## src/rtl/skintone_div_pkg.sv

```systemverilog
// Shared types and constants for the skin-tone mean divider-sharing block.
package skintone_div_pkg;

  localparam int DATA_W = 16;
  localparam int QUOT_W = 16;
  localparam int FRAC_W = 8;

  localparam logic REQ_CB = 1'b0;
  localparam logic REQ_CR = 1'b1;

  typedef struct packed {
    logic valid;
    logic id;
    logic div0;
  } div_tag_t;

  typedef struct packed {
    logic [QUOT_W-1:0] quotient;
    logic [FRAC_W-1:0] fraction;
    logic              div0;
  } div_res_t;

  function automatic logic is_zero(input logic [DATA_W-1:0] v);
    return (v == {DATA_W{1'b0}});
  endfunction

endpackage

```

## src/rtl/div_res_fifo.sv

```systemverilog
// Single-clock result FIFO (depth DEPTH, power of 2) holding div_res_t entries.
module div_res_fifo
  import skintone_div_pkg::*;
#(
  parameter int DEPTH = 4
) (
  input  logic     clk,
  input  logic     rst,
  input  logic     i_push,
  input  div_res_t i_data,
  output logic     o_valid,
  input  logic     i_pop,
  output div_res_t o_data
);

  localparam int AW = $clog2(DEPTH);

  div_res_t       r_mem [DEPTH];
  logic [AW-1:0]  r_wr_ptr;
  logic [AW-1:0]  r_rd_ptr;
  logic [AW:0]    r_count;
  logic           w_push;
  logic           w_pop;

  always_comb begin
    w_pop  = i_pop && (r_count != '0);
    w_push = i_push && ((r_count != (AW+1)'(DEPTH)) || w_pop);
  end

  // Storage array, data only, so it carries no reset.
  always_ff @(posedge clk) begin
    if (w_push) begin
      r_mem[r_wr_ptr] <= i_data;
    end
  end

  // Pointers and occupancy.
  always_ff @(posedge clk) begin
    if (rst) begin
      r_wr_ptr <= '0;
      r_rd_ptr <= '0;
      r_count  <= '0;
    end else begin
      if (w_push) r_wr_ptr <= r_wr_ptr + AW'(1);
      if (w_pop)  r_rd_ptr <= r_rd_ptr + AW'(1);
      case ({w_push, w_pop})
        2'b10:   r_count <= r_count + (AW+1)'(1);
        2'b01:   r_count <= r_count - (AW+1)'(1);
        default: r_count <= r_count;
      endcase
    end
  end

  assign o_valid = (r_count != '0);
  assign o_data  = r_mem[r_rd_ptr];

endmodule

```

## src/rtl/div_share_arb.sv

```systemverilog
// Round-robin sharing of one pipelined divider between mean_cb (0) and mean_cr (1).
// Optional macro DIV_SHARE_ZERO_GUARD_EN substitutes zero divisors and flags div0.
module div_share_arb
  import skintone_div_pkg::*;
#(
  parameter int DIV_LATENCY = 20,
  parameter int RES_DEPTH   = 4
) (
  input  logic              clk,
  input  logic              rst,
  input  logic              req0_valid,
  output logic              req0_ready,
  input  logic [DATA_W-1:0] req0_dividend,
  input  logic [DATA_W-1:0] req0_divisor,
  input  logic              req1_valid,
  output logic              req1_ready,
  input  logic [DATA_W-1:0] req1_dividend,
  input  logic [DATA_W-1:0] req1_divisor,
  input  logic              div_rfd,
  output logic              div_issue,
  output logic [DATA_W-1:0] div_dividend,
  output logic [DATA_W-1:0] div_divisor,
  input  logic [QUOT_W-1:0] div_quotient,
  input  logic [FRAC_W-1:0] div_fractional,
  output logic              res0_valid,
  input  logic              res0_ready,
  output logic [QUOT_W-1:0] res0_quotient,
  output logic [FRAC_W-1:0] res0_fractional,
  output logic              res0_div0,
  output logic              res1_valid,
  input  logic              res1_ready,
  output logic [QUOT_W-1:0] res1_quotient,
  output logic [FRAC_W-1:0] res1_fractional,
  output logic              res1_div0,
  output logic              busy
);

  localparam int CW = $clog2(RES_DEPTH + 1);

  logic [CW-1:0]     r_credit0;
  logic [CW-1:0]     r_credit1;
  logic              r_last_grant;
  logic              r_div_issue;
  logic [DATA_W-1:0] r_div_dividend;
  logic [DATA_W-1:0] r_div_divisor;
  logic              r_issue_id;
  logic              r_issue_div0;
  div_tag_t          r_tag [DIV_LATENCY];

  logic              w_elig0;
  logic              w_elig1;
  logic              w_grant0;
  logic              w_grant1;
  logic [DATA_W-1:0] w_sel_dividend;
  logic [DATA_W-1:0] w_sel_divisor;
  logic [DATA_W-1:0] w_iss_dividend;
  logic [DATA_W-1:0] w_iss_divisor;
  logic              w_zero;
  div_tag_t          w_exit;
  div_res_t          w_cap;
  logic              w_push0;
  logic              w_push1;
  logic              w_pop0;
  logic              w_pop1;
  logic              w_valid0;
  logic              w_valid1;
  div_res_t          w_res0;
  div_res_t          w_res1;
  logic              w_busy;

  // Credit = free result-buffer slots not yet reserved by an in-flight issue.
  function automatic logic [CW-1:0] credit_next(input logic [CW-1:0] c, input logic g,
                                                input logic p);
    logic [CW-1:0] n;
    case ({g, p})
      2'b10:   n = (c == '0) ? c : c - CW'(1);
      2'b01:   n = (c == CW'(RES_DEPTH)) ? c : c + CW'(1);
      default: n = c;
    endcase
    return n;
  endfunction

  always_comb begin
    w_elig0  = req0_valid && (r_credit0 != '0) && div_rfd && !rst;
    w_elig1  = req1_valid && (r_credit1 != '0) && div_rfd && !rst;
    w_grant0 = 1'b0;
    w_grant1 = 1'b0;
    if (w_elig0 && w_elig1) begin
      // On contention the requester not granted last wins.
      if (r_last_grant == REQ_CB) w_grant1 = 1'b1;
      else                        w_grant0 = 1'b1;
    end else begin
      w_grant0 = w_elig0;
      w_grant1 = w_elig1;
    end
  end

  always_comb begin
    w_sel_dividend = w_grant1 ? req1_dividend : req0_dividend;
    w_sel_divisor  = w_grant1 ? req1_divisor  : req0_divisor;
`ifdef DIV_SHARE_ZERO_GUARD_EN
    w_zero         = is_zero(w_sel_divisor);
    w_iss_dividend = w_zero ? {DATA_W{1'b0}} : w_sel_dividend;
    w_iss_divisor  = w_zero ? DATA_W'(1)     : w_sel_divisor;
`else
    w_zero         = 1'b0;
    w_iss_dividend = w_sel_dividend;
    w_iss_divisor  = w_sel_divisor;
`endif
  end

  // Issue register towards the core plus round-robin history.
  always_ff @(posedge clk) begin
    if (rst) begin
      r_div_issue    <= 1'b0;
      r_div_dividend <= '0;
      r_div_divisor  <= '0;
      r_issue_id     <= 1'b0;
      r_issue_div0   <= 1'b0;
      r_last_grant   <= REQ_CB;
    end else begin
      r_div_issue <= w_grant0 || w_grant1;
      if (w_grant0 || w_grant1) begin
        r_div_dividend <= w_iss_dividend;
        r_div_divisor  <= w_iss_divisor;
        r_issue_id     <= w_grant1;
        r_issue_div0   <= w_zero;
        r_last_grant   <= w_grant1;
      end
    end
  end

  // Tag line aligned with the core latency; stage 0 follows the issue cycle.
  always_ff @(posedge clk) begin
    if (rst) begin
      for (int i = 0; i < DIV_LATENCY; i++) r_tag[i] <= '0;
    end else begin
      r_tag[0] <= '{valid: r_div_issue, id: r_issue_id, div0: r_issue_div0};
      for (int i = 1; i < DIV_LATENCY; i++) r_tag[i] <= r_tag[i-1];
    end
  end

  always_comb begin
    w_exit       = r_tag[DIV_LATENCY-1];
    w_cap        = '0;
    w_cap.div0   = w_exit.div0;
    if (w_exit.div0) begin
      w_cap.quotient = '0;
      w_cap.fraction = '0;
    end else begin
      w_cap.quotient = div_quotient;
      w_cap.fraction = div_fractional;
    end
    w_push0 = w_exit.valid && (w_exit.id == REQ_CB);
    w_push1 = w_exit.valid && (w_exit.id == REQ_CR);
    w_pop0  = w_valid0 && res0_ready;
    w_pop1  = w_valid1 && res1_ready;
  end

  // Credits reserve buffer space at grant time, released on consumer pop.
  always_ff @(posedge clk) begin
    if (rst) begin
      r_credit0 <= CW'(RES_DEPTH);
      r_credit1 <= CW'(RES_DEPTH);
    end else begin
      r_credit0 <= credit_next(r_credit0, w_grant0, w_pop0);
      r_credit1 <= credit_next(r_credit1, w_grant1, w_pop1);
    end
  end

  div_res_fifo #(.DEPTH(RES_DEPTH)) u_fifo_cb (
    .clk     (clk),
    .rst     (rst),
    .i_push  (w_push0),
    .i_data  (w_cap),
    .o_valid (w_valid0),
    .i_pop   (w_pop0),
    .o_data  (w_res0)
  );

  div_res_fifo #(.DEPTH(RES_DEPTH)) u_fifo_cr (
    .clk     (clk),
    .rst     (rst),
    .i_push  (w_push1),
    .i_data  (w_cap),
    .o_valid (w_valid1),
    .i_pop   (w_pop1),
    .o_data  (w_res1)
  );

  always_comb begin
    w_busy = r_div_issue || w_valid0 || w_valid1;
    for (int i = 0; i < DIV_LATENCY; i++) w_busy = w_busy || r_tag[i].valid;
  end

  assign req0_ready      = w_grant0;
  assign req1_ready      = w_grant1;
  assign div_issue       = r_div_issue;
  assign div_dividend    = r_div_dividend;
  assign div_divisor     = r_div_divisor;
  assign res0_valid      = w_valid0;
  assign res0_quotient   = w_res0.quotient;
  assign res0_fractional = w_res0.fraction;
  assign res0_div0       = w_res0.div0;
  assign res1_valid      = w_valid1;
  assign res1_quotient   = w_res1.quotient;
  assign res1_fractional = w_res1.fraction;
  assign res1_div0       = w_res1.div0;
  assign busy            = w_busy;

endmodule

```

## config.mk

```make
export PLATFORM = sky130hd
export DESIGN_NAME = div_share_arb
export DESIGN_NICKNAME = d
export VERILOG_FILES = /design/src/rtl/skintone_div_pkg.sv /design/src/rtl/div_res_fifo.sv /design/src/rtl/div_share_arb.sv
export SDC_FILE = /design/constraint.sdc
export NUM_CORES = 1
export LEC_CHECK = 0
export CAP_MARGIN = 40
export CORE_ASPECT_RATIO = 0.5
export CORE_MARGIN = 10
export CORE_UTILIZATION = 50
export DETAILED_ROUTE_END_ITERATION = 8
export DONT_BUFFER_PORTS = 1
export HOLD_SLACK_MARGIN = 0.06
export PLACE_DENSITY = 0.73
export SETUP_SLACK_MARGIN = 0.15
export SYNTH_ARGS = -nofsm -noshare
export SYNTH_HDL_FRONTEND = slang
export SYNTH_SLANG_ARGS = --single-unit
```

## constraint.sdc

```tcl
create_clock -name clk -period 5.6 [get_ports clk]
set_clock_uncertainty 0.1 [all_clocks]
set_input_delay 0.56 -clock clk [delete_from_list [all_inputs] [get_ports clk]]
set_output_delay 0.56 -clock clk [all_outputs]
set_load 0.01 [all_outputs]
```

==> results.md, run 1 <==
- The run finished with clean final reports.
- The max-slew violation total from the final report is 0.
- Summing the sequential cell areas from Yosys gives 70.6% of the chip area.
- The power per cell area is 341 nW/um2.
- The die is 229 um wide.
- The synthesized area per cell is 16.6 um2.
- The detailed router finished its first iteration with 513 violations.
- Gates resized during post-CTS repair numbered 0.
- The design draws 4.28 mW.
- Once the floorplan was initialized, standard cells occupied 50.7% of the core.
- The synthesis-to-layout area growth is 14.5%.
- In the final routed layout, each cell accounts on average for 22.6 um.
- The clock buffer count from CTS is 25.
- Headroom to the max-slew limit came out at 40.2%.
- The maximum vdd drop is 241 uV.
- Clock latency on the worst-skew pair, taken at its later pin, is 0.53 ns.
- With fillers left out, the area of the finished cells amounts to 12,500 um2.
- The final hold slack is 0.0777 ns.
- Setup repair after global routing left no endpoint under its margin.
- The aggregate global-route resource usage is 15.8%.
- The path class of the tightest hold or removal check is in -> reg.
- After floorplanning, the core was divided into 38 placement rows.
- For the pin with the worst max-slew slack, the measured transition is 0.897 ns.
- The category of the most critical setup path is reg -> out.
- Of all nets on the critical path, the largest fanout is 6.
- After synthesis, the share of flip-flops with an asynchronous set or reset is 0%.
- Clock tree synthesis found a total of 290 sinks.
- The total core area is 21,600 um2.
- The library cell used most frequently in the layout, excluding fill and tap cells, is sky130_fd_sc_hd__edfxtp_1.
- The H-tree depth reported by CTS is 1.
- The routability congestion estimate is 0.735.
- The period utilization is 47.4%.
- The maximum frequency from static timing analysis is 377 MHz.
- Measured on the finished design, the core utilization comes to 58.1%.
- In this run the tool buffered the top-level ports with 0 buffer cells.
- The die area is 28,600 um2.
- The overflow left after global routing is 0.
- The number of global-route vias before repair is 5,916.
- The post-placement setup slack is 2.76 ns.
- The required time of the worst setup path is 4.94 ns.
- Across the run, the number of max-cap violations was 0.
- The filler cells instantiated in the layout total 1,664.
- The total wire length is 23,100 um.
- Once detailed placement completed, the half-perimeter wirelength came to 14,400 um.
- The share of post-route cells with drive strength above 1 is 16.5%.
- The number of synthesized register bits is 290.
- Setup violations remaining at the end of the flow were counted as 0.
- The placed instances occupy a cell area of 11,200 um2.
- After detailed routing, the number of remaining DRC violations is 0.
- The sum of negative setup slack is 0 ns.
- The mean number of vias per cell is 5.64.
- The instance count after placement with tap cells included is 937.
- In the synthesized netlist, the number of instances is 661.
- The minimum clock period after layout is 2.66 ns.
- The non-filler instance count after layout is 1,024.
- During synthesis, Yosys emitted a total of 0 warnings.
- The kind of end point of the critical path is a primary output.
- The initial antenna violation count is 2.
- Once detail routing completed, the nets flagged for antenna violations numbered 0.
- The top cell types in the final layout, fill and taps aside, are sky130_fd_sc_hd__edfxtp_1, sky130_fd_sc_hd__dfxtp_1, sky130_fd_sc_hd__mux4_2.
- The predominant post-synthesis flop cell is sky130_fd_sc_hd__edfxtp_1.
- STA classifies the critical path startpoint as a flop.
- The total count of hold-check failures in the final report is 0.
- The final critical-path setup slack is 2.94 ns.
- In this run the static leakage power is 4.29 nW.
- In this run, distinct cell masters in the synthesized netlist total 52.
- The largest net degree at the start of global routing is 63.
- The clock transition at the register clock pins on the worst setup and hold paths after CTS is 0.07 ns.
- In this run, synthesis inferred 192 flip-flops with an integrated enable.
- The first detailed-routing pass took 7 iterations.
- The first global-routing pass estimated 35,700 um of wire.
- After synthesis the cells add up to 10,900 um2.
- For this design the top-level I/O count stands at 183.
- TritonCTS built the clock tree.
- The root buffer selected by CTS is sky130_fd_sc_hd__clkbuf_16.
- The clock tree buffer depth is 3.
- In the final design database the tool counted 817 nets.
- The data arrival time of the critical path is 2.00 ns.
- The floorplan step set the die height to 125 um.
- For this block, the via count after detailed routing is 5,774.
==> cell type report <==
cell class                      instances  area [um2]  share of cell area [%]
Clock inverter                         13         156                    1.25
Sequential cell                       290        7730                    61.7
Inverter                               41         156                    1.25
Clock buffer                           31         702                    5.60
Antenna cell                            1        2.50                  0.0200
Tap cell                              300         375                    2.99
Timing Repair Buffer                   54         553                    4.41
Multi-Input combinational cell        294        2860                    22.8
==> cells in the mapped netlist (3+ instances only) <==
master	instances	share of area, %
sky130_fd_sc_hd__a211oi_1	3	0.21
sky130_fd_sc_hd__a21oi_1	17	0.78
sky130_fd_sc_hd__a221oi_1	3	0.24
sky130_fd_sc_hd__a222oi_1	21	1.9
sky130_fd_sc_hd__a22oi_1	9	0.62
sky130_fd_sc_hd__a31oi_1	3	0.17
sky130_fd_sc_hd__and2_1	8	0.46
sky130_fd_sc_hd__buf_1	3	0.10
sky130_fd_sc_hd__buf_2	10	0.46
sky130_fd_sc_hd__buf_4	5	0.34
sky130_fd_sc_hd__buf_6	5	0.51
sky130_fd_sc_hd__clkbuf_1	14	0.48
sky130_fd_sc_hd__dfxtp_1	98	18
sky130_fd_sc_hd__edfxtp_1	192	53
sky130_fd_sc_hd__fa_1	4	0.73
sky130_fd_sc_hd__ha_1	12	1.4
sky130_fd_sc_hd__inv_1	38	1.3
sky130_fd_sc_hd__mux2_2	4	0.41
sky130_fd_sc_hd__mux4_2	48	9.9
sky130_fd_sc_hd__nand2_1	30	1.0
sky130_fd_sc_hd__nand2b_1	10	0.57
sky130_fd_sc_hd__nand3_1	5	0.23
sky130_fd_sc_hd__nor2_1	19	0.65
sky130_fd_sc_hd__nor2b_1	42	2.4
sky130_fd_sc_hd__nor4_1	4	0.23
sky130_fd_sc_hd__o221ai_1	4	0.32
sky130_fd_sc_hd__or3_1	4	0.23
sky130_fd_sc_hd__or3_4	3	0.31
sky130_fd_sc_hd__xnor2_1	11	0.88
==> state kept, by name (all words and copies together) (netlist names), named ones only <==
| signal | cells |
|---|---|
| r_tag | 40 |
| u_fifo_cb.r_wr_ptr | 2 |
| r_credit0 | 3 |
| r_credit1 | 3 |
| div_dividend | 16 |
| u_fifo_cb.r_rd_ptr | 2 |
| u_fifo_cr.r_wr_ptr | 2 |
| u_fifo_cb.r_mem | 96 |
| u_fifo_cr.r_mem | 96 |
| div_issue | 1 |
| div_divisor | 16 |
| u_fifo_cb.r_count | 3 |
| u_fifo_cr.r_rd_ptr | 2 |
| u_fifo_cr.r_count | 3 |
| r_issue_id | 1 |
==> power breakdown <==
part	internal [mW]	switching, mW	total, mW
sequential	2.31	0.0480	2.36
combinational	0.0622	0.0753	0.138
clock	1.03	0.745	1.78
==> logic make-up after synthesis <==
group / Yosys count / share of synthesized area (%)
other cells: 1 / 0.0342
mux: 54 / 10.5
flops: 290 / 70.6
simple gates: 135 / 6.87
fa+ha+maj: 16 / 2.10
compound gates: 74 / 5.59
buf+inv: 78 / 3.33
xor+xnor: 13 / 1.04
==> routing by layer <==
metal  wire length (um)  vias up  global-route usage (%)
met1               9870     2938                    20.2
met3               1370       31                    3.89
met5                  0        -                       0
met4                404        0                    3.60
li1                   -     2607                       -
met2              11500      198                    26.7
==> what timing repair did <==
item                                   CTS  global route
hold buffers                            42             0
buffers inserted                         0             0
endpoints found under the hold margin  268             0
==> worst paths after layout <==
kind	startpoint	end	slack [ns]	cells past startpoint
setup / recovery	u_fifo_cr.r_count[2]	busy	2.94	2
hold / removal	req0_dividend[14]	div_dividend[14]	0.08	2
setup reg to reg	r_credit0[0]	r_credit0[2]	2.96	9
hold reg to reg	r_tag[0][7]	r_tag[0][10]	0.34	1
==> worst max-delay path, stage by stage, from the launching register on <==
cell and delay, ns:
sky130_fd_sc_hd__dfxtp_1 0.36, sky130_fd_sc_hd__or3_1 0.49, sky130_fd_sc_hd__or4_1 0.63
(Power assumes the default switching activity.)
==> inputs of run 2 (changes only) <==
- clock period: 5.6 -> 2.6 ns (I/O delays scaled with it)
==> results.md, run 2 (same netlist as run 1, synthesis figures left out) <==
- The run finished with clean final reports.
- The share of post-route cells with drive strength above 1 is 18.1%.
- The maximum frequency from static timing analysis is 416 MHz.
- The row count is 38.
- The TritonCTS clock tree is done.
- In this run the standard cell core region covers 21,600 um2.
- For the worst-skew pair, the clock arrives at the later sink with an insertion delay of 0.53 ns.
- Across all register-to-register paths, the minimum setup slack is 0.20 ns.
- The final net count is 880.
- The height of the chip is 125 um.
- The transition at the pin with the smallest max-transition slack is 0.604 ns.
- The number of remaining DRC errors is 0.
- Routability-driven placement finished with a final weighted congestion of 0.752.
- The library cell used most frequently in the layout, excluding fill and tap cells, is sky130_fd_sc_hd__edfxtp_1.
- The overflow left after global routing is 0.
- Measured along the x axis, the die boundary spans 229 um.
- Summing all placed instances gives a cell area of 11,300 um2.
- The category of the worst setup path launch point is a flop.
- In this run the tightest slew margin relative to its limit is 59.7%.
- For the worst setup path, the data arrival time is 2.69 ns.
- In this run the count of I/O pins placed on the die edge is 183.
- The non-filler instance count after layout is 1,089.
- After filler insertion, the fill cell instance count of the layout stands at 1,565.
- The most frequent cell on the critical path is sky130_fd_sc_hd__inv_1.
- Data on the critical path is required at its endpoint by 2.89 ns.
- The startpoint of the tightest hold check path is res0_ready.
- The power per cell area is 715 nW/um2.
- The number of optimization iterations in the first detailed-route pass is 6.
- The mean number of vias per cell is 5.68.
- The clock buffer count from CTS is 25.
- The clock tree buffer depth is 3.
- The number of global-route vias before repair is 6,388.
- The largest net degree at the start of global routing is 79.
- The worst stage delay on the critical path is 0.44 ns.
- The kind of end point of the critical path is a flop.
- The total number of vias is 6,186.
- The category of the most critical setup path is reg -> reg.
- The number of DRC markers after the initial detailed-route iteration is 657.
- The flip-flop and latch area is 7740 um2.
- The signal on the critical path passes through or3_4, o311a_2, inv_1, ha_2, inv_1, fa_2, xnor2_2, a211oi_2, a31oi_1.
- The initial standard-cell utilization of the core is 50.7%.
- The aggregate global-route resource usage is 17.2%.
- Wires add up to 24,800 um.
- The highest fanout seen on the critical path is 5.
- The source of the worst register-to-register timing path is r_credit0[2].
- In the final layout, the registers with the most flip-flops are u_fifo_cb.r_mem x96, u_fifo_cr.r_mem x96, r_tag x40.
- The instance count after placement with tap cells included is 947.
- The detailed placement HPWL is 14,600 um.
- Buffers placed on the I/O ports in this run total 0.
- The end of the worst register-to-register path is r_credit0[2].
- After detailed routing, the average wire length per cell comes to 22.8 um.
- The first global-routing pass estimated 38,800 um of wire.
- Dividing the final minimum period by the clock period gives 92.4%.
- The number of max-cap violations is 0.
- The post-route antenna net violation count is 0.
- The root buffer cell chosen for the clock tree is sky130_fd_sc_hd__clkbuf_16.
- The total count of hold-check failures in the final report was 0.
- The worst register-to-register path has a depth of 9.
- The initial antenna violation count came to 1.
- The max-slew violation total from the final report is 0.
- Clock-pin slew was measured on the worst setup and hold paths at 0.06 ns.
- Leaving out fill and tap cells, the most frequent cells in the layout are sky130_fd_sc_hd__edfxtp_1, sky130_fd_sc_hd__dlygate4sd3_1, sky130_fd_sc_hd__dfxtp_1.
- The total clock sinks is 290.
- The die covers 28,600 um2.
- The number of cells on the worst hold path is 3.
- The H-tree depth reported by CTS is 1.
- Setup violations remaining at the end of the flow were counted as 0.
- Setup repair after global routing could not meet its margin everywhere.
- The multi-input combinational cell area is 2900 um2.
- For this design the static power due to leakage is 4.61 nW.
- The class of the worst hold path is in -> reg.
- The worst-case hold path end point is u_fifo_cb.r_count[1].
- The library cell contributing the largest single delay on the critical path is sky130_fd_sc_hd__or3_4.
- The routed design could run at a clock period as short as 2.40 ns.
- Relative to the synthesized area, the layout overhead comes to 21.1%.
- The sum of negative setup slack is 0 ns.
- The final non-filler cell area is 13,300 um2.
- IR analysis of the VDD net gives a maximum drop of 437 uV.
[run 2: cell types whose count changed in the layout (fill, tap and decap cells not counted), moves of 3 or more]
| cell | previous run | this run |
|---|---|---|
| sky130_fd_sc_hd__dfxtp_1 | 96 | 91 |
| sky130_fd_sc_hd__dfxtp_2 | 2 | 5 |
| sky130_fd_sc_hd__buf_4 | 10 | 19 |
| sky130_fd_sc_hd__dlygate4sd3_1 | 41 | 93 |
| sky130_fd_sc_hd__clkinv_1 | 3 | 6 |
[run 2: worst max-delay path by stage]
stage,slack (ns),startpoint,to
after floorplan,0.22,r_credit0[0],r_credit0[2]
after global placement,0.27,u_fifo_cr.r_count[2],u_fifo_cr.r_count[2]
after detailed placement,0.17,r_credit1[0],r_credit1[2]
after CTS,0.14,r_credit1[2],r_credit1[2]
after global routing,0.09,r_credit0[2],r_credit0[2]
final,0.20,r_credit0[2],r_credit0[2]
[run 2: final cells by class]
cell class	count	share of cell area [%]
Tap cell	300	2.83
Inverter	41	1.18
Antenna cell	1	0.0189
Sequential cell	290	58.4
Timing Repair Buffer	117	8.91
Clock buffer	32	5.46
Multi-Input combinational cell	294	21.9
Clock inverter	14	1.34
[run 2: metal layers]
| metal | track usage (%) | part of all wire, % | up-vias |
|---|---|---|---|
| li1 | - | - | 2728 |
| met1 | 22.3 | 41 | 3133 |
| met2 | 29.0 | 50 | 291 |
| met3 | 4.37 | 7.5 | 34 |
| met4 | 3.45 | 1.4 | 0 |
| met5 | 0 | 0 | - |
[run 2: power by group]
group	switching [mW]	internal, mW
combinational	0.205	0.189
clock	1.62	2.38
sequential	0.109	4.98
[run 2: through the flow]
step	setup WS (ns)	total power [mW]	hold WS (ns)	utilization [%]
2_1_floorplan	0.223	5.35	0.259	-
3_3_place_gp	0.269	5.36	0.241	52.5
3_5_place_dp	0.170	5.38	0.241	52.5
4_1_cts	0.136	9.54	0.119	61.2
5_1_grt	0.0901	9.81	0.170	61.4
6_report	0.196	9.48	0.143	61.4
[run 2: worst max-delay path, delay by kind of cell, from the launching register on]
kind / cells / cell delay, ns
xor+xnor: 1 / 0.17
flops: 1 / 0.36
buf+inv: 2 / 0.15
fa+ha+maj: 2 / 0.57
simple gates: 1 / 0.44
compound gates: 3 / 0.46
[run 2: timing repair]
item,in CTS,in global routing
hold buffers,94,0
pin swaps,1,1
setup endpoints to repair,6,21
resized for setup,3,13
endpoints found under the hold margin,289,0
setup buffers,0,1
cloned,0,0
==> inputs of run 3 (changes only) <==
- DONT_BUFFER_PORTS: 1 -> not set
- PLACE_DENSITY: 0.73 -> 0.84
==> results.md, run 3 (same netlist as run 1, synthesis figures left out) <==
- The run finished with clean final reports.
- The final non-filler cell area is 14,200 um2.
- Of all nets on the critical path, the largest fanout is 5.
- Dividing the detail-routed wire length by the instance count gives 22.3 um.
- The layout has 1,506 filler cells.
- The post-route antenna net violation count is 0.
- The total wire length is 26,400 um.
- The required time of the worst setup path is 2.24 ns.
- The leakage power is 5.28 nW.
- The overflow left after global routing is 0.
- The source-to-sink clock delay at the later pin of the worst-skew pair is 0.52 ns.
- The category of the most critical setup path is reg -> out.
- The number of max-cap violations is 0.
- CTS built an H-tree with a depth of 1.
- The detailed placement HPWL is 16,900 um.
- Setup repair after global routing left no endpoint under its margin.
- The category of the worst setup path launch point is a flop.
- In the final layout, the share of cells above drive strength 1 is 18.0%.
- The clock tree buffer depth is 3.
- After clock tree synthesis, the clock-pin slew on the worst setup and hold paths is 0.06 ns.
- In this run the vertical extent of the chip is 125 um.
- The largest net degree at the start of global routing is 79.
- The initial antenna violation count came to 0.
- The most common library cell in the layout ignoring fill and taps is sky130_fd_sc_hd__edfxtp_1.
- The synthesis-to-layout area growth is 30.0%.
- The final hold slack is 0.203 ns.
- STA classifies the critical path endpoint as a primary output.
- The floorplan step defined a die boundary enclosing 28,600 um2.
- The total count of hold-check failures in the final report is 0.
- The sum of negative setup slack is 0 ns.
- The maximum vdd drop is 423 uV.
- For this configuration, the core starts out at a cell density of 50.7%.
- Summing all multi-input logic gate instances after layout gives 2920 um2.
- For this block, the initial DRC count from the detailed router was 546.
- The TritonCTS clock tree is done.
- Clock tree synthesis found a total of 290 sinks.
- In the finished design, the share of the clock period the worst path needs comes to 92.7%.
- The class of the worst hold path is in -> reg.
- The number of port buffers is 180.
- Data arrives at the worst endpoint at 2.05 ns.
- The number of remaining DRC errors is 0.
- At the pin with the least slew margin, the transition time is 0.779 ns.
- In this run the power density over the cells is 649 nW/um2.
- The final count of negative-setup-slack endpoints is 0.
- After detailed placement, the total cell area comes to 13,200 um2.
- The headroom to the max-slew limit is 48.0%.
- The largest registers in the layout are u_fifo_cb.r_mem x96, u_fifo_cr.r_mem x96, r_tag x40.
- The first TritonRoute pass finished after 5 iterations.
- The total core area is 21,600 um2.
- The max-slew violation total from the final report came to 0.
- For this design the top-level I/O count stands at 183.
- Row generation in the floorplan step produced 38 rows.
- The final net count is 976.
- The first-pass GRT wire length is 39,400 um.
- The number of global-route vias before repair is 6,696.
- The die is 229 um wide.
- Timing would allow up to 415 MHz.
- The repair_antennas step left the layout with diodes totalling 0.
- The root buffer selected by CTS is sky130_fd_sc_hd__clkbuf_16.
- The top cell types in the final layout, fill and taps aside, are sky130_fd_sc_hd__edfxtp_1, sky130_fd_sc_hd__clkdlybuf4s50_1, sky130_fd_sc_hd__dfxtp_1.
- The smallest clock period supported by the final layout is computed as 2.41 ns.
- At the end of the flow the core is filled with cells to 65.9%.
- The congestion estimate from routability-driven global placement came to 0.765.
- In the routed layout, each cell is associated on average with a via count of 5.47.
- At the placement stage, the worst setup path has a slack of -0.0363 ns.
- The final critical-path setup slack is 0.189 ns.
- After detailed placement, the design holds a cell count of 1,132.
- In the global route stage, overall resource usage came out at 17.3%.
- The design draws 9.23 mW.
- Detailed routing inserted a total of 6,481 vias.
- The clock buffer count from CTS is 26.
- Across the whole layout, storage elements account for 7750 um2.
- The finished layout holds 1,184 standard cells, fillers aside.
run 3: worst max-delay path, cell delays in order, from the launching register on:
cell and delay (ns):
sky130_fd_sc_hd__dfxtp_1 0.36, sky130_fd_sc_hd__nor3_1 0.33, sky130_fd_sc_hd__o311a_2 0.25, sky130_fd_sc_hd__clkdlybuf4s50_1 0.58
run 3: what timing repair did:
action | CTS | global route
hold buffers | 0 | 0
resized for setup | 26 | 55
buffers inserted | 0 | 3
cloned | 0 | 2
setup endpoints to repair | 51 | 43
run 3: area by class of cell:
cell class / count / share of cell area (%)
clock buffers: 32 / 5.02
clock inverters: 15 / 0.651
inverters: 41 / 1.10
multi-input cells: 294 / 20.5
flip-flops and latches: 290 / 54.4
well taps: 300 / 2.64
repair buffers: 212 / 15.6
run 3: final timing paths:
check,start,slack [ns],to,cells past startpoint
max reg2reg,r_credit0[2],0.20,r_credit0[2],9
max,r_credit1[2],0.19,req0_ready,3
min,req0_dividend[7],0.20,div_dividend[7],3
min reg2reg,r_tag[0][55],0.33,r_tag[0][58],1
run 3: where the power goes:
| part | leakage, nW | switching [mW] | internal, mW | total, mW |
|---|---|---|---|---|
| Clock | 0.390 | 1.65 | 1.96 | 3.61 |
| Combinational | 2.36 | 0.266 | 0.325 | 0.591 |
| Sequential | 2.53 | 0.0523 | 4.98 | 5.03 |
run 3: per-layer routing:
layer	wire [um]	part of all wire, %	track usage [%]
met1	10700	41	22.0
met2	13400	51	29.2
met5	0	0	0
met3	2010	7.6	4.84
met4	295	1.1	3.41
